`config.mk`:
```
export PLATFORM = sky130hd
export DESIGN_NAME = pipeline_hazard_controller_flat
export DESIGN_NICKNAME = d
export VERILOG_FILES = /design/src/rtl/pipeline_hazard_controller_if.sv /design/src/rtl/pipeline_hazard_controller.sv /design/src/flat_wrapper.sv
export SDC_FILE = /design/constraint.sdc
export NUM_CORES = 1
export LEC_CHECK = 0
export BUFFER_PORTS_ARGS = -buffer_cell sky130_fd_sc_hd__clkbuf_2
export CAP_MARGIN = 20
export CORE_MARGIN = 4
export CORE_UTILIZATION = 43
export DETAILED_ROUTE_END_ITERATION = 10
export MAX_ROUTING_LAYER = met4
export PLACE_DENSITY = 0.77
export SLEW_MARGIN = 25
export SYNTH_ARGS = -nofsm -noshare
export SYNTH_HDL_FRONTEND = slang
export SYNTH_SLANG_ARGS = --single-unit
```
`constraint.sdc`:
```
create_clock -name clock -period 1.81 [get_ports clock]
set_input_delay 0.181 -clock clock [delete_from_list [all_inputs] [get_ports clock]]
set_output_delay 0.181 -clock clock [all_outputs]
set_load 0.05 [all_outputs]
```
`src/rtl/pipeline_hazard_controller_if.sv`:
```
// Pipeline control bus between the datapath and the hazard controller.
interface pipeline_hazard_controller_if;
    logic [4:0]  ID_rs;
    logic [4:0]  ID_rt;
    logic        ID_uses_rs;
    logic        ID_uses_rt;
    logic        ID_mc_start;
    logic [2:0]  ID_mc_cycles;
    logic [4:0]  EX_rs;
    logic [4:0]  EX_rt;
    logic [4:0]  EX_dest;
    logic        EX_rm_write_enable;
    logic        EX_rm_write_data_source;
    logic [4:0]  MEM_dest;
    logic [4:0]  WB_dest;
    logic        MEM_rm_write_enable;
    logic        WB_rm_write_enable;
    logic        branch_taken;
    logic        stat_clear;
    logic        pc_write_enable;
    logic        IF_ID_write_enable;
    logic        IF_ID_flush;
    logic        ID_EX_bubble;
    logic [1:0]  forward_a;
    logic [1:0]  forward_b;
    logic        busy;
    logic [15:0] stall_count;

    modport master (
        output ID_rs, ID_rt, ID_uses_rs, ID_uses_rt, ID_mc_start, ID_mc_cycles,
               EX_rs, EX_rt, EX_dest, EX_rm_write_enable, EX_rm_write_data_source,
               MEM_dest, WB_dest, MEM_rm_write_enable, WB_rm_write_enable,
               branch_taken, stat_clear,
        input  pc_write_enable, IF_ID_write_enable, IF_ID_flush, ID_EX_bubble,
               forward_a, forward_b, busy, stall_count
    );

    modport slave (
        input  ID_rs, ID_rt, ID_uses_rs, ID_uses_rt, ID_mc_start, ID_mc_cycles,
               EX_rs, EX_rt, EX_dest, EX_rm_write_enable, EX_rm_write_data_source,
               MEM_dest, WB_dest, MEM_rm_write_enable, WB_rm_write_enable,
               branch_taken, stat_clear,
        output pc_write_enable, IF_ID_write_enable, IF_ID_flush, ID_EX_bubble,
               forward_a, forward_b, busy, stall_count
    );
endinterface

```
`src/rtl/pipeline_hazard_controller.sv`:
```
// Load-use / multi-cycle stall control, branch flush and operand forwarding
// for a 5-stage pipeline, with a saturating stall-cycle counter.
//
// state   | meaning
// RUN     | normal flow; detects load-use hazards and multi-cycle starts
// MC_WAIT | multi-cycle op executing; ID held, mc_cnt counts remaining stalls
// ISSUE   | multi-cycle op done; ID instruction advances (unless load-use)
module pipeline_hazard_controller (
    input  logic                          clock,
    input  logic                          reset,
    pipeline_hazard_controller_if.slave   bus
);

    typedef enum logic [1:0] {
        RUN     = 2'd0,
        MC_WAIT = 2'd1,
        ISSUE   = 2'd2
    } state_t;

    state_t      state_q, state_d;
    logic [2:0]  mc_cnt_q, mc_cnt_d;
    logic [15:0] stall_count_q, stall_count_d;

    logic        load_use;
    logic [2:0]  mc_n_m1;
    logic        stall;
    logic        pc_we;

    assign load_use = bus.EX_rm_write_enable && bus.EX_rm_write_data_source &&
                      (bus.EX_dest != 5'd0) &&
                      ((bus.ID_uses_rs && (bus.EX_dest == bus.ID_rs)) ||
                       (bus.ID_uses_rt && (bus.EX_dest == bus.ID_rt)));

    // A zero cycle count is treated as a single-cycle multi-cycle op.
    assign mc_n_m1 = (bus.ID_mc_cycles == 3'd0) ? 3'd0 : (bus.ID_mc_cycles - 3'd1);

    always_comb begin
        state_d  = state_q;
        mc_cnt_d = mc_cnt_q;
        stall    = 1'b0;
        if (bus.branch_taken) begin
            state_d  = RUN;
            mc_cnt_d = 3'd0;
        end else begin
            case (state_q)
                RUN: begin
                    if (load_use) begin
                        stall = 1'b1;
                    end else if (bus.ID_mc_start) begin
                        stall = 1'b1;
                        if (mc_n_m1 == 3'd0) begin
                            state_d  = ISSUE;
                            mc_cnt_d = 3'd0;
                        end else begin
                            state_d  = MC_WAIT;
                            mc_cnt_d = mc_n_m1;
                        end
                    end
                end
                MC_WAIT: begin
                    stall    = 1'b1;
                    mc_cnt_d = mc_cnt_q - 3'd1;
                    if (mc_cnt_q == 3'd1) begin
                        state_d  = ISSUE;
                        mc_cnt_d = 3'd0;
                    end
                end
                ISSUE: begin
                    if (load_use) begin
                        stall = 1'b1;
                    end else begin
                        state_d = RUN;
                    end
                end
                default: begin
                    state_d  = RUN;
                    mc_cnt_d = 3'd0;
                end
            endcase
        end
    end

    // While in reset the pipeline is frozen with a bubble in ID/EX.
    always_comb begin
        bus.pc_write_enable    = 1'b0;
        bus.IF_ID_write_enable = 1'b0;
        bus.IF_ID_flush        = 1'b0;
        bus.ID_EX_bubble       = 1'b1;
        bus.forward_a          = 2'b00;
        bus.forward_b          = 2'b00;
        if (reset) begin
            bus.pc_write_enable    = ~stall;
            bus.IF_ID_write_enable = ~stall;
            bus.IF_ID_flush        = bus.branch_taken;
            bus.ID_EX_bubble       = stall | bus.branch_taken;
            if (bus.MEM_rm_write_enable && (bus.MEM_dest != 5'd0) && (bus.MEM_dest == bus.EX_rs))
                bus.forward_a = 2'b10;
            else if (bus.WB_rm_write_enable && (bus.WB_dest != 5'd0) && (bus.WB_dest == bus.EX_rs))
                bus.forward_a = 2'b01;
            if (bus.MEM_rm_write_enable && (bus.MEM_dest != 5'd0) && (bus.MEM_dest == bus.EX_rt))
                bus.forward_b = 2'b10;
            else if (bus.WB_rm_write_enable && (bus.WB_dest != 5'd0) && (bus.WB_dest == bus.EX_rt))
                bus.forward_b = 2'b01;
        end
    end

    assign pc_we = bus.pc_write_enable;

    always_comb begin
        stall_count_d = stall_count_q;
        if (bus.stat_clear)
            stall_count_d = 16'd0;
        else if (!pc_we && (stall_count_q != 16'hFFFF))
            stall_count_d = stall_count_q + 16'd1;
    end

    always_ff @(posedge clock or negedge reset) begin
        if (!reset) begin
            state_q       <= RUN;
            mc_cnt_q      <= 3'd0;
            stall_count_q <= 16'd0;
        end else begin
            state_q       <= state_d;
            mc_cnt_q      <= mc_cnt_d;
            stall_count_q <= stall_count_d;
        end
    end

    assign bus.busy        = (state_q != RUN);
    assign bus.stall_count = stall_count_q;

endmodule

```
`src/flat_wrapper.sv`:
```
// flat-port wrapper written by rule: the top's interface ports become plain ports
module pipeline_hazard_controller_flat 
  (clock, reset, bus_ID_rs, bus_ID_rt, bus_ID_uses_rs, bus_ID_uses_rt, bus_ID_mc_start, bus_ID_mc_cycles, bus_EX_rs, bus_EX_rt, bus_EX_dest, bus_EX_rm_write_enable, bus_EX_rm_write_data_source, bus_MEM_dest, bus_WB_dest, bus_MEM_rm_write_enable, bus_WB_rm_write_enable, bus_branch_taken, bus_stat_clear, bus_pc_write_enable, bus_IF_ID_write_enable, bus_IF_ID_flush, bus_ID_EX_bubble, bus_forward_a, bus_forward_b, bus_busy, bus_stall_count);
  pipeline_hazard_controller_if bus_i ();
  input  logic clock;
  input  logic reset;
  input wire logic [$bits(bus_i.ID_rs)-1:0] bus_ID_rs;
  input wire logic [$bits(bus_i.ID_rt)-1:0] bus_ID_rt;
  input wire logic [$bits(bus_i.ID_uses_rs)-1:0] bus_ID_uses_rs;
  input wire logic [$bits(bus_i.ID_uses_rt)-1:0] bus_ID_uses_rt;
  input wire logic [$bits(bus_i.ID_mc_start)-1:0] bus_ID_mc_start;
  input wire logic [$bits(bus_i.ID_mc_cycles)-1:0] bus_ID_mc_cycles;
  input wire logic [$bits(bus_i.EX_rs)-1:0] bus_EX_rs;
  input wire logic [$bits(bus_i.EX_rt)-1:0] bus_EX_rt;
  input wire logic [$bits(bus_i.EX_dest)-1:0] bus_EX_dest;
  input wire logic [$bits(bus_i.EX_rm_write_enable)-1:0] bus_EX_rm_write_enable;
  input wire logic [$bits(bus_i.EX_rm_write_data_source)-1:0] bus_EX_rm_write_data_source;
  input wire logic [$bits(bus_i.MEM_dest)-1:0] bus_MEM_dest;
  input wire logic [$bits(bus_i.WB_dest)-1:0] bus_WB_dest;
  input wire logic [$bits(bus_i.MEM_rm_write_enable)-1:0] bus_MEM_rm_write_enable;
  input wire logic [$bits(bus_i.WB_rm_write_enable)-1:0] bus_WB_rm_write_enable;
  input wire logic [$bits(bus_i.branch_taken)-1:0] bus_branch_taken;
  input wire logic [$bits(bus_i.stat_clear)-1:0] bus_stat_clear;
  output wire logic [$bits(bus_i.pc_write_enable)-1:0] bus_pc_write_enable;
  output wire logic [$bits(bus_i.IF_ID_write_enable)-1:0] bus_IF_ID_write_enable;
  output wire logic [$bits(bus_i.IF_ID_flush)-1:0] bus_IF_ID_flush;
  output wire logic [$bits(bus_i.ID_EX_bubble)-1:0] bus_ID_EX_bubble;
  output wire logic [$bits(bus_i.forward_a)-1:0] bus_forward_a;
  output wire logic [$bits(bus_i.forward_b)-1:0] bus_forward_b;
  output wire logic [$bits(bus_i.busy)-1:0] bus_busy;
  output wire logic [$bits(bus_i.stall_count)-1:0] bus_stall_count;
  assign bus_i.ID_rs = bus_ID_rs;
  assign bus_i.ID_rt = bus_ID_rt;
  assign bus_i.ID_uses_rs = bus_ID_uses_rs;
  assign bus_i.ID_uses_rt = bus_ID_uses_rt;
  assign bus_i.ID_mc_start = bus_ID_mc_start;
  assign bus_i.ID_mc_cycles = bus_ID_mc_cycles;
  assign bus_i.EX_rs = bus_EX_rs;
  assign bus_i.EX_rt = bus_EX_rt;
  assign bus_i.EX_dest = bus_EX_dest;
  assign bus_i.EX_rm_write_enable = bus_EX_rm_write_enable;
  assign bus_i.EX_rm_write_data_source = bus_EX_rm_write_data_source;
  assign bus_i.MEM_dest = bus_MEM_dest;
  assign bus_i.WB_dest = bus_WB_dest;
  assign bus_i.MEM_rm_write_enable = bus_MEM_rm_write_enable;
  assign bus_i.WB_rm_write_enable = bus_WB_rm_write_enable;
  assign bus_i.branch_taken = bus_branch_taken;
  assign bus_i.stat_clear = bus_stat_clear;
  assign bus_pc_write_enable = bus_i.pc_write_enable;
  assign bus_IF_ID_write_enable = bus_i.IF_ID_write_enable;
  assign bus_IF_ID_flush = bus_i.IF_ID_flush;
  assign bus_ID_EX_bubble = bus_i.ID_EX_bubble;
  assign bus_forward_a = bus_i.forward_a;
  assign bus_forward_b = bus_i.forward_b;
  assign bus_busy = bus_i.busy;
  assign bus_stall_count = bus_i.stall_count;
  pipeline_hazard_controller u_core (.clock(clock), .reset(reset), .bus(bus_i));
endmodule
```
* Word level (Yosys, flattened, before mapping)
Index checks and enable logic that the tools add are counted.
** Cells by class
- $add $sub $neg :: 3
- Equality and inequality tests :: 15
- Muxes and demuxes :: 30
- Bitwise gates (word level) :: 2
- Reduce and logical (&&, ||, !) cells :: 24
** Operators with widths (count)
- 2-to-1 mux 16 bit :: 2
- equality test 5 bit :: 6
- 2-to-1 mux 2 bit :: 10
- 2-to-1 mux 3 bit :: 6
- adder 16 x 1 -> 16 bit (second input constant) :: 1
- inequality test 16 bit (second input constant) :: 1
- nonzero test 5 bit :: 3
- logical AND 1 bit :: 12
- 2-to-1 mux 1 bit :: 9
- inequality test 3 bit (second input constant) :: 3
- case mux 3 bit (3 select lines) :: 1
- logical NOT 3 bit :: 2
- case mux 2 bit (3 select lines) :: 1
- subtractor 3 x 1 -> 3 bit (second input constant) :: 2
- AND reduction 4 bit :: 1
- nonzero test 2 bit :: 2
- equality test 3 x 1 -> 1 bit (second input constant) :: 1
- inequality test 3 x 2 -> 1 bit (second input constant) :: 1
- case mux 1 bit (3 select lines) :: 1
- AND reduction 3 bit :: 1
- equality test 2 x 1 -> 1 bit (second input constant) :: 1
- equality test 2 bit (second input constant) :: 1
- logical NOT 2 bit :: 1
- inequality test 2 bit (second input constant) :: 1
- 4 further kinds :: 4
** Word-level totals
- Bits in registers :: 21
- Input bits :: 49

* Logic depth before layout (Yosys ltp)
- Word-level depth :: 13
- Mapped depth :: 9
- Depth with buffers taken out :: 7

* Worst setup path before layout
No wires, ideal clock.
- Kind :: input to output
- Start point :: input port bus_MEM_dest[0]
- End point :: output port bus_forward_a[0]
- Data arrival time :: 2.532 ns
- Slack :: -0.903 ns
- Stages on the path :: 4
- Buffers on the path :: 0
- Cells stage by stage :: or4_1 -> o21ai_0 -> nor4_1 -> nor4_1
** On the way
- Longest elaborated chain between the ends :: 5
- Elaborated cells between the ends (all ways) :: 6
- Those cells by class :: 1 x eq/ne; 2 x mux; 3 x reduce/logical
** Ends and longest elaborated chain
- from (decl) :: line flat_wrapper.sv:18 : input wire logic [$bits(bus_i.MEM_dest)-1:0] bus_MEM_dest;
- nonzero test 5 bit :: line pipeline_hazard_controller.sv:96 : if (bus.MEM_rm_write_enable && (bus.MEM_dest != 5'd0) && (bus.MEM_dest == bus.EX_rs))
- logical AND 1 bit :: line pipeline_hazard_controller.sv:96
- logical AND 1 bit * :: line pipeline_hazard_controller.sv:96
- 2-to-1 mux 2 bit * :: line pipeline_hazard_controller.sv:96
- 2-to-1 mux 2 bit * :: line pipeline_hazard_controller.sv:91 : if (reset) begin
- to (decl) :: line flat_wrapper.sv:28 : output wire logic [$bits(bus_i.forward_a)-1:0] bus_forward_a;
Every way passes the cells marked *; elsewhere a longest branch is shown, timed or not.

* Worst setup path after layout
- Start point :: register u_core.stall_count_q[0], in the netlist u_core.bus.stall_count[0]
- End point :: register u_core.stall_count_q[15], in the netlist u_core.bus.stall_count[15]
** On the way
- Longest elaborated chain between the ends :: 3
- Elaborated cells between the ends (all ways) :: 6
- Those cells by class :: 1 x add/sub; 1 x eq/ne; 2 x mux; 2 x reduce/logical
** Ends and longest elaborated chain
- from (decl) :: line pipeline_hazard_controller.sv:22 : logic [15:0] stall_count_q, stall_count_d;
- from (signal assigned) :: line pipeline_hazard_controller.sv:125 : stall_count_q <= stall_count_d;
- adder 16 x 1 -> 16 bit / inequality test 16 bit (equally long branches) :: line pipeline_hazard_controller.sv:114, pipeline_hazard_controller.sv:113
- 2-to-1 mux 16 bit / logical AND 1 bit (equally long branches) :: line pipeline_hazard_controller.sv:113 : else if (!pc_we && (stall_count_q != 16'hFFFF))
- 2-to-1 mux 16 bit / nonzero test 2 bit (equally long branches)
Parallel ways exist; a longest one is shown, timed or not. The select of a mux whose other input is x is not followed.
A chain may end at the register's enable or synchronous reset.

==> results.cfg <==
[die]
die_x_um = 70.5
die_area_mm2 = 0.00497
floorplan.core_area_mm2 = 0.00372
floorplan.io_pins = 74
die_y_um = 70.5
start_util_pct = 45.2
rows = 22

[timing]
setup_viols_final = 16
layout_setup_ws_ns = -0.0885
timing_worst_slew_pin_value_ns = 0.405
max_transition_viols_final = 0
worst_clock_skew_ns = 0.00245
final_min_period_over_clock_period_pct = 105
max_freq_ghz = 0.527
grt_setup_unrepaired = yes
hold_viol = 0
max_slew_margin_pct = 73.0
post-route-min-period_ns = 1.90

[finish]
finalNetCount = 368
post_route_cells_drive_above_1_share_pct = 51.4
fill_cells = 269
seq_area_um2 = 543
multi_input_comb_area_mm2 = 0.00124
antennaDiodeCount = 0
flow.area_growth_from_synthesis_pct = 61.5

[run_status]
failing_checks = negative setup slack
status = finished with violations

[synthesis]
mean_instance_size_in_the_synthesized_netlist_um2 = 8.52
ys_seq_elements = 21
synthTopCellsByArea = sky130_fd_sc_hd__dfrtp_1 (31%), sky130_fd_sc_hd__xnor2_1 (8.3%), sky130_fd_sc_hd__xor2_1 (7.8%)
synth_largest_type_area_fraction_pct = 31.3
synth.net_count = 249
synth_most_common_cell = sky130_fd_sc_hd__dfrtp_1
synthFlopType = sky130_fd_sc_hd__dfrtp_1
netlist_area_mm2 = 0.00168
synthesis.yosys.warnings = 0
yosys.area.top_type = sky130_fd_sc_hd__dfrtp_1
synth.yosys.seq_area_share_pct = 31.3
ys_types = 43
post_synth_inst_count = 197
synth-edff-count = 0
ys_top_cells_by_count = sky130_fd_sc_hd__dfrtp_1 (21), sky130_fd_sc_hd__xnor2_1 (16), sky130_fd_sc_hd__xor2_1 (15)
synth_async_sr_flop_share_pct = 100

[clock_network]
cts_made_buffers = 3
cts_tree = yes
root_buffer = sky130_fd_sc_hd__clkbuf_8
clkTransAtPathRegs_ns = 0.08
numClockSinks = 21
clock_path_buffers = 2
worst_skew_pair.late_latency_ns = 0.26
htreeDepth = 1

[global_route]
overflow = 0
groute.usage.overall_pct = 20.7
grt_max_degree = 20
global_route_wire_length_before_repair_mm = 8.32
first_global_vias = 1857
grt_antenna_before_repair = 0

[drt]
drt_first_iter_violations = 103
uppermost_layer_routed = met4
route.vias.total = 1969
met2WireLength_mm = 2.86
detail_route.drc_violations = 0
drt_pass1_iterations = 4
post_route_met1_wirelength_mm = 2.27
routed_via_density = 5.42
route.final.wire_length_mm = 5.46
routed_wl_per_cell_um = 15.0
ant_nets = 0
dr_wl_met3_um = 278

[place]
gp_congestion = 0.857
dp.final_hpwl_mm = 3.95
io_buffers = 73
detailedPlace.worstSlack_ns = -0.214

[power]
ir_worst_vdd_v = 0.000417
power.combinational.fraction_pct = 40.6
power_switching_share_pct = 35.3
sequentialPowerShare_pct = 37.4
clockPowerShare_pct = 22.0
p_int_w = 0.000895
finalPower_w = 0.00138
switching_power_w = 0.000488
power_density_mw_per_mm2 = 510
p_leak_nw = 1.23

[critical_path]
crit_required_ns = 1.95
timing.critical_path.to_type = flop
cp-start-kind = flop
worstSetupPathType = reg2reg
timing.critical_path.fanout_max = 7
arrival_ns = 2.04

[run]
cap_viol_max_count = 0

[hold_path]
worst_hold_path_type = in2reg
## cell usage in the layout (no fill, tap or decap), types with 7 or more instances in the layout
master	count
sky130_fd_sc_hd__clkbuf_2	63
sky130_fd_sc_hd__buf_4	48
sky130_fd_sc_hd__xor2_1	15
sky130_fd_sc_hd__xnor2_1	14
sky130_fd_sc_hd__nand2_1	14
sky130_fd_sc_hd__dfrtp_2	14
sky130_fd_sc_hd__nor2_1	13
sky130_fd_sc_hd__nand3_1	10
sky130_fd_sc_hd__a21oi_1	10
sky130_fd_sc_hd__o21ai_1	9
sky130_fd_sc_hd__or3_1	9
sky130_fd_sc_hd__nand4_1	7
sky130_fd_sc_hd__dfrtp_1	7
## what timing repair did
item,CTS,global route
setup buffers,1,1
gates resized for setup,14,28
cloned,0,1
hold buffers,1,0
endpoints found under the setup margin,23,22
pin swaps,3,15
hold endpoints to repair,21,0
## critical path: stages, from the launching register on
cell	delay, ns
sky130_fd_sc_hd__dfrtp_2	0.43
sky130_fd_sc_hd__ha_4	0.17
sky130_fd_sc_hd__nand4_1	0.14
sky130_fd_sc_hd__nor4_4	0.07
sky130_fd_sc_hd__nor4_4	0.19
sky130_fd_sc_hd__a21oi_4	0.14
sky130_fd_sc_hd__nor4b_1	0.29
sky130_fd_sc_hd__mux2_1	0.36
## routing by layer
layer  vias to the layer above  global-route usage, %
met2                        69                   35.3
met3                         4                   1.58
met5                         -                      -
met4                         0                   5.11
met1                       941                   26.4
li1                        955                      -
## final cells by class
class | instances | share of cell area, %
flip-flops and latches | 21 | 20.0
inverters | 5 | 0.692
repair buffers | 120 | 29.4
clock inverters | 1 | 0.185
clock buffers | 3 | 1.52
well taps | 48 | 2.22
multi-input cells | 165 | 45.9
## power groups by stage
stage | sequential, W | clock [W] | combinational [W]
final | 0.000517 | 0.000304 | 0.000562
after global routing | 0.000521 | 0.000333 | 0.000608
after CTS | 0.000516 | 0.000305 | 0.000522
after detailed placement | 0.000526 | 0 | 0.000499
after global placement | 0.000523 | 0 | 0.000486
after floorplan | 0.000556 | 0 | 0.000269
## flip-flops by register name, indices dropped and copies added (netlist names)
name                    count
u_core.state_q              2
u_core.bus.stall_count     16
u_core.mc_cnt_q             3
## final timing paths
check                                           from                          to  slack, ns  cells past startpoint
setup reg to reg           u_core.bus.stall_count[0]  u_core.bus.stall_count[15]      -0.09                      7
setup / recovery           u_core.bus.stall_count[0]  u_core.bus.stall_count[15]      -0.09                      7
min in group asynchronous                      reset  u_core.bus.stall_count[12]       0.31                      2
max in group asynchronous                      reset   u_core.bus.stall_count[5]       1.08                      3
hold reg to reg                   u_core.mc_cnt_q[2]          u_core.mc_cnt_q[2]       0.55                      1
hold / removal                       bus_ID_mc_start           u_core.state_q[0]       0.22                      3
## cells by family after synthesis
| logic type | after synthesis | share of synthesized area [%] |
|---|---|---|
| muxes | 4 | 2.61 |
| xor gates and xnor gates | 31 | 16.2 |
| DFF | 21 | 31.3 |
| and+or+nand+nor | 85 | 27.6 |
| AOI/OAI and AO/OA | 42 | 15.9 |
| adders and majority gates | 3 | 2.24 |
| buffers and inverters | 11 | 4.10 |
## through the flow
step / utilization [%] / std cells / TNS [ns] / instance area [µm²] / hold slack, ns
floorplan: - / 197 / -2.10 / 1760 / -0.115
global placement: 66.8 / 356 / -1.92 / 2480 / 0.0133
detailed placement: 66.8 / 356 / -3.21 / 2480 / 0.0128
CTS: 70.0 / 362 / -1.21 / 2600 / 0.214
global route: 73.0 / 363 / -2.13 / 2710 / 0.242
finish: 73.0 / 363 / -0.636 / 2710 / 0.218
(Power assumes the default switching activity.)
